File: src/rtl/mem_req_demux.sv
// mem_req_demux: routes one valid/ready request stream to cache (0) or MMIO (1), merges responses in order.
// Optional DEMUX_ERR_EN enables a sticky ERR flag for stray responses and unstable stalled requests.
module mem_req_demux #(
   parameter int unsigned DW        = 32,
   parameter int unsigned AW        = 32,
   parameter int unsigned MAX_OUTST = 4
) (
   input  logic          CLK,
   input  logic          RST,
   input  logic          IN_VALID,
   output logic          IN_READY,
   input  logic [AW-1:0] IN_ADDR,
   input  logic [DW-1:0] IN_WDATA,
   input  logic          IN_WE,
   input  logic          SEL,
   output logic          OUT0_VALID,
   input  logic          OUT0_READY,
   output logic [AW-1:0] OUT0_ADDR,
   output logic [DW-1:0] OUT0_WDATA,
   output logic          OUT0_WE,
   output logic          OUT1_VALID,
   input  logic          OUT1_READY,
   output logic [AW-1:0] OUT1_ADDR,
   output logic [DW-1:0] OUT1_WDATA,
   output logic          OUT1_WE,
   input  logic          RSP0_VALID,
   input  logic [DW-1:0] RSP0_RDATA,
   input  logic          RSP1_VALID,
   input  logic [DW-1:0] RSP1_RDATA,
   output logic          RSP_VALID,
   output logic [DW-1:0] RSP_RDATA,
   output logic          ERR
);

   localparam int unsigned   CW        = $clog2(MAX_OUTST + 1);
   localparam logic [CW-1:0] OUTST_LIM = CW'(MAX_OUTST);

   logic [1:0]          vld_q, vld_d;
   logic [1:0][AW-1:0]  addr_q, addr_d;
   logic [1:0][DW-1:0]  wdata_q, wdata_d;
   logic [1:0]          we_q, we_d;
   logic                cur_q, cur_d;
   logic [CW-1:0]       outst_q, outst_d, outst_rsp;
   logic                rsp_vld_q, rsp_vld_d;
   logic [DW-1:0]       rsp_data_q, rsp_data_d;

   logic buf_full, drain, rsp_cur, rsp_take, in_ready, accept;

   always_comb begin
      buf_full  = |vld_q;
      drain     = (vld_q[0] & OUT0_READY) | (vld_q[1] & OUT1_READY);
      rsp_cur   = cur_q ? RSP1_VALID : RSP0_VALID;
      rsp_take  = rsp_cur & (outst_q != '0);
      outst_rsp = outst_q - CW'(rsp_take);
      // a response retiring this cycle frees a slot for a same-cycle accept
      in_ready  = !RST & (!buf_full | drain) & (outst_rsp < OUTST_LIM)
                & ((SEL == cur_q) | ((outst_q == '0) & !buf_full));
      accept    = IN_VALID & in_ready;

      vld_d   = vld_q;
      addr_d  = addr_q;
      wdata_d = wdata_q;
      we_d    = we_q;
      cur_d   = cur_q;
      if (drain) vld_d = '0;
      if (accept) begin
         vld_d          = SEL ? 2'b10 : 2'b01;
         addr_d[SEL]    = IN_ADDR;
         wdata_d[SEL]   = IN_WDATA;
         we_d[SEL]      = IN_WE;
         cur_d          = SEL;
      end
      outst_d    = outst_rsp + CW'(accept);
      rsp_vld_d  = rsp_take;
      rsp_data_d = cur_q ? RSP1_RDATA : RSP0_RDATA;
   end

   always_ff @(posedge CLK or posedge RST) begin
      if (RST) begin
         vld_q      <= '0;
         addr_q     <= '0;
         wdata_q    <= '0;
         we_q       <= '0;
         cur_q      <= 1'b0;
         outst_q    <= '0;
         rsp_vld_q  <= 1'b0;
         rsp_data_q <= '0;
      end else begin
         vld_q      <= vld_d;
         addr_q     <= addr_d;
         wdata_q    <= wdata_d;
         we_q       <= we_d;
         cur_q      <= cur_d;
         outst_q    <= outst_d;
         rsp_vld_q  <= rsp_vld_d;
         rsp_data_q <= rsp_data_d;
      end
   end

   assign IN_READY   = in_ready;
   assign OUT0_VALID = vld_q[0];
   assign OUT0_ADDR  = addr_q[0];
   assign OUT0_WDATA = wdata_q[0];
   assign OUT0_WE    = we_q[0];
   assign OUT1_VALID = vld_q[1];
   assign OUT1_ADDR  = addr_q[1];
   assign OUT1_WDATA = wdata_q[1];
   assign OUT1_WE    = we_q[1];
   assign RSP_VALID  = rsp_vld_q;
   assign RSP_RDATA  = rsp_data_q;

`ifdef DEMUX_ERR_EN
   logic                err_q, err_d, stall_q, stray;
   logic [AW+DW+1:0]    req_now, req_q;

   always_comb begin
      req_now = {SEL, IN_WE, IN_ADDR, IN_WDATA};
      stray   = (RSP0_VALID & (cur_q | (outst_q == '0)))
              | (RSP1_VALID & (!cur_q | (outst_q == '0)));
      err_d   = err_q | stray | (stall_q & IN_VALID & (req_now != req_q));
   end

   always_ff @(posedge CLK or posedge RST) begin
      if (RST) begin
         err_q   <= 1'b0;
         stall_q <= 1'b0;
         req_q   <= '0;
      end else begin
         err_q   <= err_d;
         stall_q <= IN_VALID & !in_ready;
         req_q   <= req_now;
      end
   end

   assign ERR = err_q;
`else
   assign ERR = 1'b0;
`endif

endmodule

File: config.mk
export PLATFORM = sky130hd
export DESIGN_NAME = mem_req_demux
export DESIGN_NICKNAME = d
export VERILOG_FILES = /design/src/rtl/mem_req_demux.sv
export SDC_FILE = /design/constraint.sdc
export NUM_CORES = 1
export LEC_CHECK = 0
export CAP_MARGIN = 0
export CORE_UTILIZATION = 24
export DETAILED_ROUTE_END_ITERATION = 16
export PLACE_DENSITY = 0.54
export SYNTH_ARGS = -nofsm -noshare
export SYNTH_HDL_FRONTEND = slang
export SYNTH_SLANG_ARGS = --single-unit
File: constraint.sdc
create_clock -name CLK -period 7.2 [get_ports CLK]
set_input_delay 2.16 -clock CLK [delete_from_list [all_inputs] [get_ports CLK]]
set_output_delay 2.16 -clock CLK [all_outputs]
set_load 0.1 [all_outputs]
==> summary.txt <==
Outcome
  – Status: finished, final reports clean

Clocking
  – Clock transition at path regs: 0.06 ns
  – Clock buffer depth: 2
  – Resize count post-CTS: 0
  – Num CTS Buffers: 17
  – CTS root buf: clkbuf_16
  – Hold buffer count at CTS: 0
  – Clock Latency Late Sink: 0.42 ns
  – H-Tree Depth: 4
  – Total setup buffers inserted after CTS: 0
  – TritonCTS clock tree: yes
  – CTS sink count: 169

Routing
  – Wire per inst: 16.7 um
  – Wire length on met3: 1380 um
  – DRC violation count after routing: 0
  – ANT nets after route: 0
  – DRT Pass-1 Iters: 4
  – Via Count: 4349
  – Met2 routed WL: 8980 um
  – Via/cell ratio: 4.17
  – Detailed-route wire length: 17500 um
  – Iter 0 DRT Violations: 178
  – DRT met1 WL: 6900 um
  – Uppermost routed layer: met4

Setup path
  – Reg2Reg Setup Slack: 3.24 ns
  – FF-to-FF path depth: 9
  – CP delay by family, top: compound AO/OA/AOI/OAI gates
  – CP peak stage delay: 0.41 ns
  – CP startpoint kind: input pin
  – R2R Path Start: cur_q
  – Worst path buffer plus inverter count: 2
  – Worst Path Max Fanout: 4
  – CP Class: in -> out
  – RR Endpoint: OUT0_WDATA[26]
  – Max stage delay cell, worst path: clkdlybuf4s50_1
  – CP most frequent cell: ha_1
  – CP Capture Type: output port
  – Crit-path cells: clkdlybuf4s50_1, mux2_2, and2_1, ha_1, ha_1, xor2_1, a311oi_4, o21a_1, buf_12
  – Worst EP required: 5.04 ns
  – CP arrival: 4.41 ns

STA
  – Fin Hold WS: 0.503 ns
  – Clock Skew: 0.0132 ns
  – Final Max Slew Viols: 0
  – Rel. slew slack: 21.0%
  – FMAX: 152 MHz
  – RSZ-0062 raised after global routing: no
  – # setup viols final: 0
  – Tcrit/Tclk final: 91.2%
  – Worst-margin pin slew: 1.18 ns
  – Final hold viol count: 0
  – Setup_tns: 0 ns
  – Minimum clock period after layout: 6.57 ns

Synth
  – Syn Inst Count: 382
  – Yosys reg bits: 169
  – Syn avg cell area: 17.3 sq um
  – Sequential area share after synthesis: 64.1%
  – Synth Cell Area: 6590 sq um
  – Synth warnings: 0
  – Net Count, Synth: 523
  – Number of library cell types mapped by synthesis: 26

Global route
  – GRT Util Overall: 12.8%
  – Pin count of the biggest net entering global routing: 82
  – Grt ovf: 0
  – Vias in the first global route: 4858
  – Initial antenna violation count: 0
  – First-pass GRT wire length: 27800 um

Floorplan
  – Num rows: 60
  – Chip width: 168 um
  – Core ar.: 27000 sq um
  – Starting Density: 24.5%
  – I/O Pins: 304
  – Die Y: 168 um
  – Die footprint: 28100 sq um

Placed design
  – IO Port Bufs: 302
  – GP Congestion: 0.714
  – Dpl cells: 1011
  – HPWL reported at the end of detailed placement: 12500 um

Layout
  – Nets: 830
  – # fillers: 2500
  – Synthesis-to-layout area growth: 59.9%
  – Commonest non-fill, non-tap cell in the layout: clkdlybuf4s50_1
  – Most frequent cells in the layout: clkdlybuf4s50_1 (301), dfrtp_1 (169), mux2_2 (125)
  – Ant. Diodes: 0
  – Final std cells w/o fill: 1043
  – Layout cells sized above 1: 29.5%

Worst hold path
  – WHS Endpoint: OUT1_ADDR[17]
  – Hold_sp: OUT1_ADDR[17]
  – Worst hold path depth: 1
  – Class of the tightest hold or removal check: reg -> reg

Job
  – Max capacitance violation total: 0
==> state kept, by name, summed over array words and instances (netlist names) <==
name and cells:
OUT0_ADDR 32, OUT1_WDATA 32, RSP_VALID 1, vld_q 2
OUT0_WDATA 32, RSP_RDATA 32, cur_q 1, outst_q 3
we_q 2, OUT1_ADDR 32
==> final cells by class <==
type / count / area [sq um] / area share [%]
clock buffers: 19 / 443 / 4.20
clock inverters: 13 / 134 / 1.27
inverters: 6 / 27.5 / 0.261
multi-input cells: 188 / 2220 / 21.0
flip-flops and latches: 169 / 4230 / 40.1
well taps: 341 / 427 / 4.05
repair buffers: 307 / 3070 / 29.1
==> synthesized netlist by cell type <==
cell type / count / area, sq um
mux2_4: 39 / 586
nand2_1: 3 / 11.3
mux2_2: 125 / 1410
or2_4: 1 / 8.76
buf_2: 4 / 20.0
and4b_1: 1 / 10.0
inv_1: 6 / 22.5
o2111ai_1: 1 / 8.76
buf_4: 3 / 22.5
xor2_1: 2 / 17.5
dfrtp_1: 169 / 4230
nand3_1: 1 / 5.00
buf_1: 3 / 11.3
ha_1: 4 / 50.1
a31o_2: 1 / 8.76
o21ai_0: 1 / 5.00
or3_1: 1 / 6.26
buf_6: 8 / 90.1
a311oi_4: 1 / 26.3
nand3b_1: 1 / 7.51
xnor2_1: 1 / 8.76
and2_1: 2 / 12.5
nor2_1: 1 / 3.75
conb_1: 1 / 3.75
clkbuf_1: 1 / 3.75
o21a_1: 1 / 7.51
==> worst max path at each step <==
stage	start	end	slack, ns	cells past startpoint
finish	RSP0_VALID	IN_READY	0.63	9
global route	RSP1_VALID	IN_READY	0.52	9
CTS	RSP0_VALID	IN_READY	0.61	9
detailed placement	RSP0_VALID	IN_READY	0.64	9
global placement	RSP1_VALID	IN_READY	0.65	9
floorplan	RST	OUT0_ADDR[0]	0.46	1
==> metrics by stage <==
stage	utilization, %	setup WS (ns)	area (sq um)
4_1_cts	39.1	0.610	10500
3_5_place_dp	37.0	0.635	9970
5_1_grt	39.1	0.525	10500
6_report	39.1	0.633	10500
3_3_place_gp	37.0	0.647	9970
2_1_floorplan	-	0.465	6590
==> per-layer routing <==
layer  vias to the layer above  GRT usage, %
li1                       1949             -
met1                      2195          14.3
met2                       194          22.7
met3                        11          4.42
met4                         0          4.03
met5                         -             0
==> cell families (layout without fill, tap and decap cells) <==
family,Yosys count,count (layout),share of synthesized area [%]
muxes,164,164,30.2
other,1,1,0.0569
xor gates and xnor gates,3,3,0.399
buffers and inverters,25,345,2.58
and+or+nand+nor,11,11,0.987
DFF,169,169,64.1
AOI/OAI and AO/OA,5,5,0.854
adders and majority gates,4,4,0.759
Power is left out: the tool's default activity adds up to more than one toggle a clock period on the data nets, which glitch-free logic cannot reach.
